### src/rtl/memtile_stream_rx_downsample_pkg.sv
// Shared types and helpers for the memtile read-stream receiver.
//   PIXEL_W     : default pixel width (memtile data_out lane width)
//   pixel_t     : one pixel
//   rx_entry_t  : FIFO entry layout {last, data}
//   clog2_min1  : ceil(log2(n)), never less than 1 (safe width for counters)
package memtile_rx_pkg;

    localparam int PIXEL_W = 16;

    typedef logic [PIXEL_W-1:0] pixel_t;

    typedef struct packed {
        logic   last;
        pixel_t data;
    } rx_entry_t;

    function automatic int clog2_min1(input int n);
        return (n <= 2) ? 1 : $clog2(n);
    endfunction

endpackage

### src/rtl/memtile_stream_rx_downsample_if.sv
// Stream bundle between the memtile read port, the down-sampler and the
// downstream consumer.
//   in_valid/in_data          : memtile valid_out / data_out lane 0 (no backpressure)
//   out_valid/out_ready       : downstream ready/valid handshake
//   out_data/out_last         : head pixel and its end-of-frame marker
//   overflow                  : sticky pixel-loss flag
// master = the side feeding pixels and consuming results; slave = the receiver.
interface memtile_stream_rx_downsample_if #(
    parameter int DATA_WIDTH = memtile_rx_pkg::PIXEL_W
);
    logic                  in_valid;
    logic [DATA_WIDTH-1:0] in_data;
    logic                  out_valid;
    logic                  out_ready;
    logic [DATA_WIDTH-1:0] out_data;
    logic                  out_last;
    logic                  overflow;

    modport master (
        output in_valid, in_data, out_ready,
        input  out_valid, out_data, out_last, overflow
    );

    modport slave (
        input  in_valid, in_data, out_ready,
        output out_valid, out_data, out_last, overflow
    );
endinterface

### src/rtl/memtile_stream_rx_downsample_fifo.sv
// rx_fifo: synchronous first-word-fall-through buffer.
//   clk, rst_n (async low), flush (sync clear, wins over push/pop)
//   push/din  : write request; accepted when not full or when popping same cycle
//   pop/dout  : read request; ignored when empty; dout is 0 when empty
//   full/empty: occupancy flags
module rx_fifo
    import memtile_rx_pkg::*;
#(
    parameter int WIDTH = PIXEL_W + 1,
    parameter int DEPTH = 4
) (
    input  logic             clk,
    input  logic             rst_n,
    input  logic             flush,
    input  logic             push,
    input  logic             pop,
    input  logic [WIDTH-1:0] din,
    output logic [WIDTH-1:0] dout,
    output logic             full,
    output logic             empty
);
    localparam int AW = clog2_min1(DEPTH);
    localparam logic [AW:0] FULL_CNT = (AW+1)'(DEPTH);

    logic [WIDTH-1:0] mem [DEPTH];
    logic [AW-1:0]    wr_ptr, rd_ptr;
    logic [AW:0]      count;
    logic             do_push, do_pop;

    assign full    = (count == FULL_CNT);
    assign empty   = (count == '0);
    assign do_pop  = pop && !empty;
    // A full FIFO still takes a write if the head leaves in the same cycle.
    assign do_push = push && (!full || do_pop);
    assign dout    = empty ? '0 : mem[rd_ptr];

    always_ff @(posedge clk or negedge rst_n) begin
        if (!rst_n) begin
            wr_ptr <= '0;
            rd_ptr <= '0;
            count  <= '0;
        end else if (flush) begin
            wr_ptr <= '0;
            rd_ptr <= '0;
            count  <= '0;
        end else begin
            if (do_push) wr_ptr <= wr_ptr + 1'b1;
            if (do_pop)  rd_ptr <= rd_ptr + 1'b1;
            case ({do_push, do_pop})
                2'b10:   count <= count + 1'b1;
                2'b01:   count <= count - 1'b1;
                default: count <= count;
            endcase
        end
    end

    // Storage needs no reset: empty gating on dout hides stale entries.
    always_ff @(posedge clk) begin
        if (do_push && !flush) mem[wr_ptr] <= din;
    end

endmodule

### src/rtl/memtile_stream_rx_downsample.sv
// Receive side of the memtile read stream. Tracks raster x/y of every valid
// input pixel, keeps pixels on the STRIDE grid, buffers them in a small FIFO
// and presents them downstream with an end-of-frame marker. The input cannot
// be stalled, so a kept pixel arriving at a full, non-draining FIFO is lost
// and the sticky overflow flag is raised.
//   clk, rst_n (async low), flush (sync clear)
//   bus : slave side of memtile_stream_rx_downsample_if
module memtile_stream_rx_downsample
    import memtile_rx_pkg::*;
#(
    parameter int DATA_WIDTH = PIXEL_W,
    parameter int IMG_W      = 64,
    parameter int IMG_H      = 64,
    parameter int STRIDE     = 2,
    parameter int FIFO_DEPTH = 4
) (
    input  logic clk,
    input  logic rst_n,
    input  logic flush,
    memtile_stream_rx_downsample_if.slave bus
);
    localparam int XW = clog2_min1(IMG_W);
    localparam int YW = clog2_min1(IMG_H);
    localparam int SW = clog2_min1(STRIDE);

    localparam logic [XW-1:0] X_MAX = XW'(IMG_W - 1);
    localparam logic [YW-1:0] Y_MAX = YW'(IMG_H - 1);
    localparam logic [SW-1:0] S_MAX = SW'(STRIDE - 1);
    // Coordinates of the last on-grid pixel in a frame.
    localparam logic [XW-1:0] LX = XW'(((IMG_W - 1) / STRIDE) * STRIDE);
    localparam logic [YW-1:0] LY = YW'(((IMG_H - 1) / STRIDE) * STRIDE);

    logic [XW-1:0] x;
    logic [YW-1:0] y;
    // Per-axis phase within the stride; zero means on-grid. Avoids a divider.
    logic [SW-1:0] sx, sy;

    logic                  keep, pix_last, pop, full, empty, overflow_q;
    logic [DATA_WIDTH:0]   din, dout;

    assign keep     = bus.in_valid && (sx == '0) && (sy == '0);
    assign pix_last = (x == LX) && (y == LY);
    assign pop      = !empty && bus.out_ready;
    assign din      = {pix_last, bus.in_data};

    always_ff @(posedge clk or negedge rst_n) begin
        if (!rst_n) begin
            x  <= '0;
            y  <= '0;
            sx <= '0;
            sy <= '0;
        end else if (flush) begin
            x  <= '0;
            y  <= '0;
            sx <= '0;
            sy <= '0;
        end else if (bus.in_valid) begin
            if (x == X_MAX) begin
                x  <= '0;
                sx <= '0;
                if (y == Y_MAX) begin
                    y  <= '0;
                    sy <= '0;
                end else begin
                    y  <= y + 1'b1;
                    sy <= (sy == S_MAX) ? '0 : sy + 1'b1;
                end
            end else begin
                x  <= x + 1'b1;
                sx <= (sx == S_MAX) ? '0 : sx + 1'b1;
            end
        end
    end

    always_ff @(posedge clk or negedge rst_n) begin
        if (!rst_n)                     overflow_q <= 1'b0;
        else if (flush)                 overflow_q <= 1'b0;
        else if (keep && full && !pop)  overflow_q <= 1'b1;
    end

    rx_fifo #(
        .WIDTH (DATA_WIDTH + 1),
        .DEPTH (FIFO_DEPTH)
    ) u_fifo (
        .clk   (clk),
        .rst_n (rst_n),
        .flush (flush),
        .push  (keep),
        .pop   (pop),
        .din   (din),
        .dout  (dout),
        .full  (full),
        .empty (empty)
    );

    assign bus.out_valid = !empty;
    assign bus.out_data  = dout[DATA_WIDTH-1:0];
    assign bus.out_last  = dout[DATA_WIDTH];
    assign bus.overflow  = overflow_q;

endmodule

### src/flat_wrapper.sv
// flat-port wrapper written by rule: the top's interface ports become plain ports
module memtile_stream_rx_downsample_flat import memtile_rx_pkg::*;
#(
    parameter int DATA_WIDTH = PIXEL_W,
    parameter int IMG_W      = 64,
    parameter int IMG_H      = 64,
    parameter int STRIDE     = 2,
    parameter int FIFO_DEPTH = 4
)
  (clk, rst_n, flush, bus_in_valid, bus_in_data, bus_out_ready, bus_out_valid, bus_out_data, bus_out_last, bus_overflow);
  memtile_stream_rx_downsample_if #(.DATA_WIDTH(DATA_WIDTH)) bus_i ();
  input  logic clk;
  input  logic rst_n;
  input  logic flush;
  input wire logic [$bits(bus_i.in_valid)-1:0] bus_in_valid;
  input wire logic [$bits(bus_i.in_data)-1:0] bus_in_data;
  input wire logic [$bits(bus_i.out_ready)-1:0] bus_out_ready;
  output wire logic [$bits(bus_i.out_valid)-1:0] bus_out_valid;
  output wire logic [$bits(bus_i.out_data)-1:0] bus_out_data;
  output wire logic [$bits(bus_i.out_last)-1:0] bus_out_last;
  output wire logic [$bits(bus_i.overflow)-1:0] bus_overflow;
  assign bus_i.in_valid = bus_in_valid;
  assign bus_i.in_data = bus_in_data;
  assign bus_i.out_ready = bus_out_ready;
  assign bus_out_valid = bus_i.out_valid;
  assign bus_out_data = bus_i.out_data;
  assign bus_out_last = bus_i.out_last;
  assign bus_overflow = bus_i.overflow;
  memtile_stream_rx_downsample #(.DATA_WIDTH(DATA_WIDTH), .IMG_W(IMG_W), .IMG_H(IMG_H), .STRIDE(STRIDE), .FIFO_DEPTH(FIFO_DEPTH)) u_core (.clk(clk), .rst_n(rst_n), .flush(flush), .bus(bus_i));
endmodule
### config.mk
export PLATFORM = sky130hd
export DESIGN_NAME = memtile_stream_rx_downsample_flat
export DESIGN_NICKNAME = d
export VERILOG_FILES = /design/src/rtl/memtile_stream_rx_downsample_pkg.sv /design/src/rtl/memtile_stream_rx_downsample_if.sv /design/src/rtl/memtile_stream_rx_downsample_fifo.sv /design/src/rtl/memtile_stream_rx_downsample.sv /design/src/flat_wrapper.sv
export SDC_FILE = /design/constraint.sdc
export NUM_CORES = 1
export LEC_CHECK = 0
export ABC_AREA = 1
export CAP_MARGIN = 20
export CORE_ASPECT_RATIO = 1.5
export CORE_MARGIN = 2
export CORE_UTILIZATION = 60
export CTS_BUF_LIST = sky130_fd_sc_hd__clkbuf_4
export CTS_CLUSTER_DIAMETER = 120
export DETAILED_ROUTE_END_ITERATION = 8
export HOLD_SLACK_MARGIN = 0.08
export PLACE_DENSITY = 0.83
export SETUP_SLACK_MARGIN = 0.3
export SKIP_CTS_REPAIR_TIMING = 1
export SLEW_MARGIN = 40
export SYNTH_ARGS = -nofsm -noshare
export SYNTH_HDL_FRONTEND = slang
export SYNTH_SLANG_ARGS = --single-unit
### constraint.sdc
create_clock -name clk -period 2.9 [get_ports clk]
set_clock_uncertainty 0.05 [all_clocks]
set_input_delay 0.58 -clock clk [delete_from_list [all_inputs] [get_ports clk]]
set_output_delay 0.58 -clock clk [all_outputs]
set_load 0.02 [all_outputs]
==> impl_metrics.py, run 1 <==
metrics = {
    "drt": {
        "viasPerCell": 5.47,
        "wl_microns": 7840,
        "drt_iter0_markers": 188,
        "drc_errors": 0,
        "final_antenna_net_count": 0,
        "dr.pass1.iters": 4,
        "vias": 2744,
        "wire_per_inst_microns": 15.6,
    },
    "layout": {
        "regArea_sq_um": 2590,
        "fin_util_pct": 73.3,
        "layout.cells.non_filler": 502,
        "drive_gt1_share_pct": 14.1,
        "nFillCells": 442,
        "syn2layout_area_growth_pct": 18.9,
        "n_antenna_cell": 0,
        "layout.nets": 451,
        "multiInputGateArea_sq_um": 1240,
    },
    "floorplanning": {
        "coreArea_sq_um": 6490,
        "start_util_pct": 61.7,
        "dieArea_sq_um": 7350,
        "ios": 40,
        "die_w_microns": 70.7,
        "rows": 36,
        "die_y_microns": 104,
    },
    "synthesis": {
        "avgSynthCellArea_sq_um": 10.8,
        "netlist_area_sq_um": 4000,
        "synth_compound_area_share_pct": 9.14,
        "synth_edf_count": 68,
        "seq_area_frac_synth_pct": 64.8,
        "synth-xor-area-share_pct": 0.876,
        "synth_area_leaders": "edfxtp_1 (51%), dfrtp_1 (14%), nor2_1 (7.6%)",
        "yosys.area_share.adder_pct": 3.00,
        "synthMuxAreaShare_pct": 0,
        "yosysWarnings": 0,
        "yosysTopAreaCellShare_pct": 51.1,
        "synth_cell_types": 32,
        "async_reset_ff_share_pct": 24.4,
        "syn_nets": 401,
        "synth-seq-cells": 90,
        "yosys.area_share.simple_pct": 18.0,
        "synth_area_leader_cell": "edfxtp_1",
        "netlist_instances": 371,
        "synth_top_family_by_area": "simple AND/OR/NAND/NOR gates",
        "synth-main-ff-cell": "edfxtp_1",
    },
    "clock_tree": {
        "cts-buffers-inserted": 9,
        "clock_tree.root_cell": "clkbuf_4",
        "htree_levels": 3,
        "cts_tree": "done",
        "cts.sinks": 90,
        "path_clk_slew_ns": 0.14,
        "clock_path_buffers": 2,
        "clk_latency_ns": 0.43,
    },
    "power_and_ir_drop": {
        "power_density_nw_per_um2": 715,
        "total_leakage_power_nw": 2.01,
        "power_mw": 3.40,
        "peakVddDrop_uv": 368,
    },
    "critical_path": {
        "critPathMaxStageDelay_ns": 0.45,
        "crit_buf_inv": 2,
        "worstReg2RegEnd": "u_core.u_fifo.count[2]$_DFFE_PN0P_",
        "crit_arrival_ns": 1.86,
        "path_max_fanout": 22,
        "cp_common_cell": "nor2_1",
        "crit_required_ns": 2.27,
        "cp_top_family": "buffers and inverters",
        "critPathKind": "register to output port",
        "startpoint_type": "register",
        "r2r_start": "u_core.u_fifo.count[0]$_DFFE_PN0P_",
        "r2r_cells": 11,
        "crit_path_end_kind": "output port",
        "reg2reg_slack_ns": 1.00,
        "slowest_stage": "dfrtp_1",
        "crit_chain": "buf_6 -> nor2_1 -> nor2_1 -> o21ai_0 -> a21oi_1 -> dlymetal6s2s_1",
    },
    "global_routing": {
        "gr-usage-all-layers_pct": 23.2,
        "grt_pass1_wl_microns": 12900,
        "grt_antenna_before_repair": 0,
        "grt_max_degree": 36,
        "grt-ovfl-total": 0,
        "grt_pass1_vias": 2729,
    },
    "placed_design": {
        "place_inst": 486,
        "portBuffers": 39,
        "gp_congestion": 0.771,
        "dp_hpwl_microns": 5400,
    },
    "sta": {
        "rsz0062_at_grt": "yes",
        "fin_crit_ns": 2.49,
        "slew_headroom_pct": 51.7,
        "setup_viol": 0,
        "finalCritPeriodShare_pct": 85.8,
        "hold_viol": 0,
        "max_freq_mhz": 402,
        "setup_tns_ns": 0,
        "tightest_slew_ns": 0.718,
        "drv_slew": 0,
        "hold_ws_ns": 0.430,
    },
    "flow_run": {
        "cap_violations": 0,
    },
    "min_path": {
        "hold_path_class": "input pin to asynchronous set/reset pin",
    },
    "outcome": {
        "status": "complete, no violations",
    },
}
==> stage by stage <==
step,instance area [sq um],worst slack (ns)
detailed placement,4530,0.416
finish,4750,0.413
global route,4750,0.254
CTS,4700,-0.0820
floorplan,4000,1.01
global placement,4530,0.492
==> registers in the layout (all words and copies together), names as in the netlist <==
name,count
u_core.u_fifo.mem,68
u_core.u_fifo.count,3
u_core.sy,1
u_core.u_fifo.rd_ptr,2
u_core.sx,1
u_core.bus.overflow,1
u_core.x,6
u_core.y,6
u_core.u_fifo.wr_ptr,2
==> power breakdown <==
group          switching [mW]  internal, mW  total (mW)
Combinational           0.676         0.431        1.11
Clock                   0.432         0.358       0.791
Sequential             0.0520          1.45        1.50
==> synthesized netlist by cell type, types with 2 or more instances <==
cell and number:
dfrtp_1 22, ha_1 8, inv_1 15, buf_2 6, nand3_1 10, nor2_1 81, inv_2 8, clkbuf_2 2
o21ai_1 14, nand2_1 44, nand2_4 2, nor2_2 7, nand4_1 2, edfxtp_1 68, nor2_4 2, xnor2_1 2
xor2_1 2, buf_4 3, a21oi_1 23, nand3_2 6, o21ai_0 30, nand2_2 4
==> placed cells by master (no fill, tap or decap), drive strengths merged <==
master         count
clkdlybuf4s50     22
nor2              90
clkinvlp           1
bufinv             2
inv               25
nand2             50
dlymetal6s2s      17
nand3             16
xnor2              2
clkbuf             9
o21bai             1
buf               12
fa                 1
o22ai              1
edfxtp            68
nor4               1
o21ai             45
xor2               2
clkinv             4
ha                 8
dfrtp             22
a21oi             23
o31ai              1
nand4              2
or2                1
==> worst register-to-register path: cells and delay by family (launching register included) <==
| kind | cells | cell delay [ns] |
|---|---|---|
| simple gates | 7 | 0.61 |
| fa+ha+maj | 1 | 0.37 |
| xor+xnor | 1 | 0.20 |
| buf+inv | 2 | 0.10 |
| flops | 1 | 0.47 |
==> layer usage <==
metal	routed length [microns]	track usage, %	up-vias
li1	-	-	1367
met2	4390	41.6	64
met1	2980	26.6	1299
met5	0	0	-
met3	348	5.52	14
met4	128	8.22	0
==> cell families after synthesis <==
family,after synthesis
DFF,90
and+or+nand+nor,160
AOI/OAI and AO/OA,71
adders and majority gates,9
buffers and inverters,37
xor gates and xnor gates,4
==> worst max-delay path by stage <==
stage                                   startpoint                                 end  slack (ns)  depth (start not counted)
3_3_place_gp                          bus_in_valid  u_core.u_fifo.count[2]$_DFFE_PN0P_        0.49                         11
3_5_place_dp   u_core.u_fifo.rd_ptr[0]$_DFFE_PN0P_                     bus_out_data[9]        0.42                          4
4_1_cts        u_core.u_fifo.rd_ptr[0]$_DFFE_PN0P_                     bus_out_data[9]       -0.08                          4
5_1_grt        u_core.u_fifo.rd_ptr[0]$_DFFE_PN0P_                     bus_out_data[9]        0.25                          6
2_1_floorplan                         bus_in_valid   u_core.u_fifo.mem[0][0]$_DFFE_PP_        1.01                          6
6_report       u_core.u_fifo.rd_ptr[0]$_DFFE_PN0P_                     bus_out_data[9]        0.41                          6
==> area by class of cell <==
type,count,share of cell area [%]
Inverter,25,2.18
Sequential cell,90,54.5
Clock buffer,9,1.42
Clock inverter,7,2.13
Tap cell,76,2.00
Multi-Input combinational cell,244,26.1
Timing Repair Buffer,51,11.6
Note: power is estimated with default switching activity, not from simulation.
==> run 2: changes to the inputs <==
--- a/config.mk
+++ b/config.mk
@@ -8,7 +8,7 @@
 export ABC_AREA = 1
 export CAP_MARGIN = 20
 export CORE_ASPECT_RATIO = 1.5
-export CORE_MARGIN = 2
+export CORE_MARGIN = 5
 export CORE_UTILIZATION = 60
 export CTS_BUF_LIST = sky130_fd_sc_hd__clkbuf_4
 export CTS_CLUSTER_DIAMETER = 120
==> impl_metrics.py, run 2 (synthesis gave the netlist of run 1 again) <==
metrics = {
    "floorplanning": {
        "die_w_microns": 76.7,
        "ios": 40,
        "die_y_microns": 110,
        "rows": 36,
        "start_util_pct": 61.7,
        "dieArea_sq_um": 8430,
        "coreArea_sq_um": 6490,
    },
    "layout": {
        "multiInputGateArea_sq_um": 1240,
        "n_antenna_cell": 0,
        "fin_util_pct": 71.9,
        "mostFrequentLayoutCells": "nor2_1 (81), edfxtp_1 (68), nand2_1 (44)",
        "final_area_sq_um": 4660,
        "nFillCells": 464,
        "layout.nets": 447,
        "largest_reg_flops": 68,
        "mostFrequentLayoutCell": "nor2_1",
        "largest-register": "u_core.u_fifo.mem",
        "syn2layout_area_growth_pct": 16.6,
        "regArea_sq_um": 2590,
        "reg.largest.list": "u_core.u_fifo.mem x68, u_core.x x6, u_core.y x6",
        "layout.cells.non_filler": 498,
        "drive_gt1_share_pct": 13.0,
    },
    "critical_path": {
        "slowest_stage": "clkdlybuf4s50_1",
        "startpoint_type": "register",
        "reg2reg_slack_ns": 0.99,
        "r2r_start": "u_core.u_fifo.count[1]$_DFFE_PN0P_",
        "cp_common_cell": "nor2_1",
        "critPathKind": "register to output port",
        "path_max_fanout": 25,
        "path_depth": 6,
        "crit_buf_inv": 2,
        "cp_top_family": "buffers and inverters",
        "crit_chain": "buf_6 -> nor2_1 -> nor2_1 -> o21ai_0 -> a21oi_1 -> clkdlybuf4s50_1",
        "r2r_cells": 11,
        "startpoint": "u_core.u_fifo.rd_ptr[0]$_DFFE_PN0P_",
        "worstReg2RegEnd": "u_core.u_fifo.count[2]$_DFFE_PN0P_",
        "crit_required_ns": 2.27,
        "critPathMaxStageDelay_ns": 0.61,
        "crit_end": "bus_out_data[7]",
        "crit_path_end_kind": "output port",
        "crit_arrival_ns": 2.08,
    },
    "sta": {
        "slew_headroom_pct": 57.7,
        "drv_slew": 0,
        "hold_ws_ns": 0.436,
        "fin_crit_ns": 2.71,
        "hold_viol": 0,
        "tightest_slew_ns": 0.629,
        "rsz0062_at_grt": "yes",
        "setup_viol": 0,
        "finalCritPeriodShare_pct": 93.6,
        "max_freq_mhz": 368,
    },
    "placed_design": {
        "portBuffers": 39,
        "post_dp_cell_area_sq_um": 4480,
        "gp_congestion": 0.835,
        "dp_hpwl_microns": 5250,
        "place_inst": 482,
    },
    "drt": {
        "wl_microns": 7730,
        "viasPerCell": 5.49,
        "drc_errors": 0,
        "wire_per_inst_microns": 15.5,
        "drt_iter0_markers": 194,
        "final_antenna_net_count": 0,
        "dr.pass1.iters": 4,
        "vias": 2736,
    },
    "power_and_ir_drop": {
        "p_seq_share_pct": 45.7,
        "swShare_pct": 33.9,
        "pwr-share-comb_pct": 34.1,
        "internal_power_mw": 2.17,
        "switching_power_mw": 1.11,
        "power_density_nw_per_um2": 703,
        "p_clk_share_pct": 20.2,
        "total_leakage_power_nw": 1.94,
        "peakVddDrop_uv": 443,
        "power_mw": 3.28,
    },
    "global_routing": {
        "gr-usage-all-layers_pct": 19.4,
        "grt_pass1_vias": 2594,
        "grt-ovfl-total": 0,
        "grt_antenna_before_repair": 0,
        "grt_max_degree": 36,
        "grt_pass1_wl_microns": 12500,
    },
    "min_path": {
        "hold_path_class": "input pin to asynchronous set/reset pin",
    },
    "clock_tree": {
        "cts-buffers-inserted": 9,
        "cts_tree": "done",
        "clock_tree.root_cell": "clkbuf_4",
        "path_clk_slew_ns": 0.13,
        "clk_latency_ns": 0.43,
        "htree_levels": 3,
        "cts.sinks": 90,
        "clock_path_buffers": 2,
    },
    "outcome": {
        "status": "complete, no violations",
    },
    "flow_run": {
        "cap_violations": 0,
    },
}
[run 2: changes by cell type in the layout (fill, tap and decap cells not counted), sizes merged]
cell and delta:
clkbuf +3, bufinv -1, inv -2, clkinvlp -1, clkdlybuf4s50 +2, clkinv +1, dlymetal6s2s -2, buf -4
[run 2: worst min-delay path by stage]
stage,slack [ns],to,cells past startpoint
4_1_cts,0.43,u_core.x[4]$_DFFE_PN0P_,2
6_report,0.44,u_core.x[1]$_DFFE_PN0P_,2
3_5_place_dp,0.44,u_core.sy$_DFFE_PN0P_,2
5_1_grt,0.43,u_core.x[1]$_DFFE_PN0P_,2
3_3_place_gp,0.42,u_core.sy$_DFFE_PN0P_,2
2_1_floorplan,0.23,u_core.bus.overflow$_DFFE_PN0P_,0
[run 2: power groups by stage]
stage	combinational [mW]	clock, mW	sequential, mW
floorplan	0.694	0	1.51
global placement	1.11	0	1.52
detailed placement	1.14	0	1.52
CTS	1.14	0.673	1.49
global route	1.22	0.728	1.51
finish	1.12	0.661	1.50
[run 2: cell type report]
type,count,area share (%)
clock inverters,4,0.913
flip-flops and latches,90,55.7
repair buffers,47,10.6
inverters,25,2.28
clock buffers,12,1.93
well taps,76,2.04
multi-input cells,244,26.6
[run 2: metrics by stage]
stage	TNS, ns	worst slack [ns]
2_1_floorplan	0	1.01
3_3_place_gp	0	0.378
5_1_grt	0	0.0120
4_1_cts	-0.140	-0.0739
3_5_place_dp	0	0.332
6_report	0	0.186
[run 2: routing by layer]
| metal | global-route usage [%] | vias to the layer above | share of wire, % |
|---|---|---|---|
| li1 | - | 1358 | - |
| met3 | 4.88 | 14 | 4.9 |
| met1 | 20.9 | 1298 | 39 |
| met2 | 36.6 | 66 | 55 |
| met5 | 0 | - | 0 |
| met4 | 6.88 | 0 | 2.0 |
[run 2: worst reg2reg max path, delay by kind of cell, from the launching register on]
| family | cells | cell delay, ns |
|---|---|---|
| xor+xnor | 1 | 0.20 |
| fa+ha+maj | 1 | 0.37 |
| buf+inv | 2 | 0.11 |
| flops | 1 | 0.46 |
| simple gates | 7 | 0.63 |
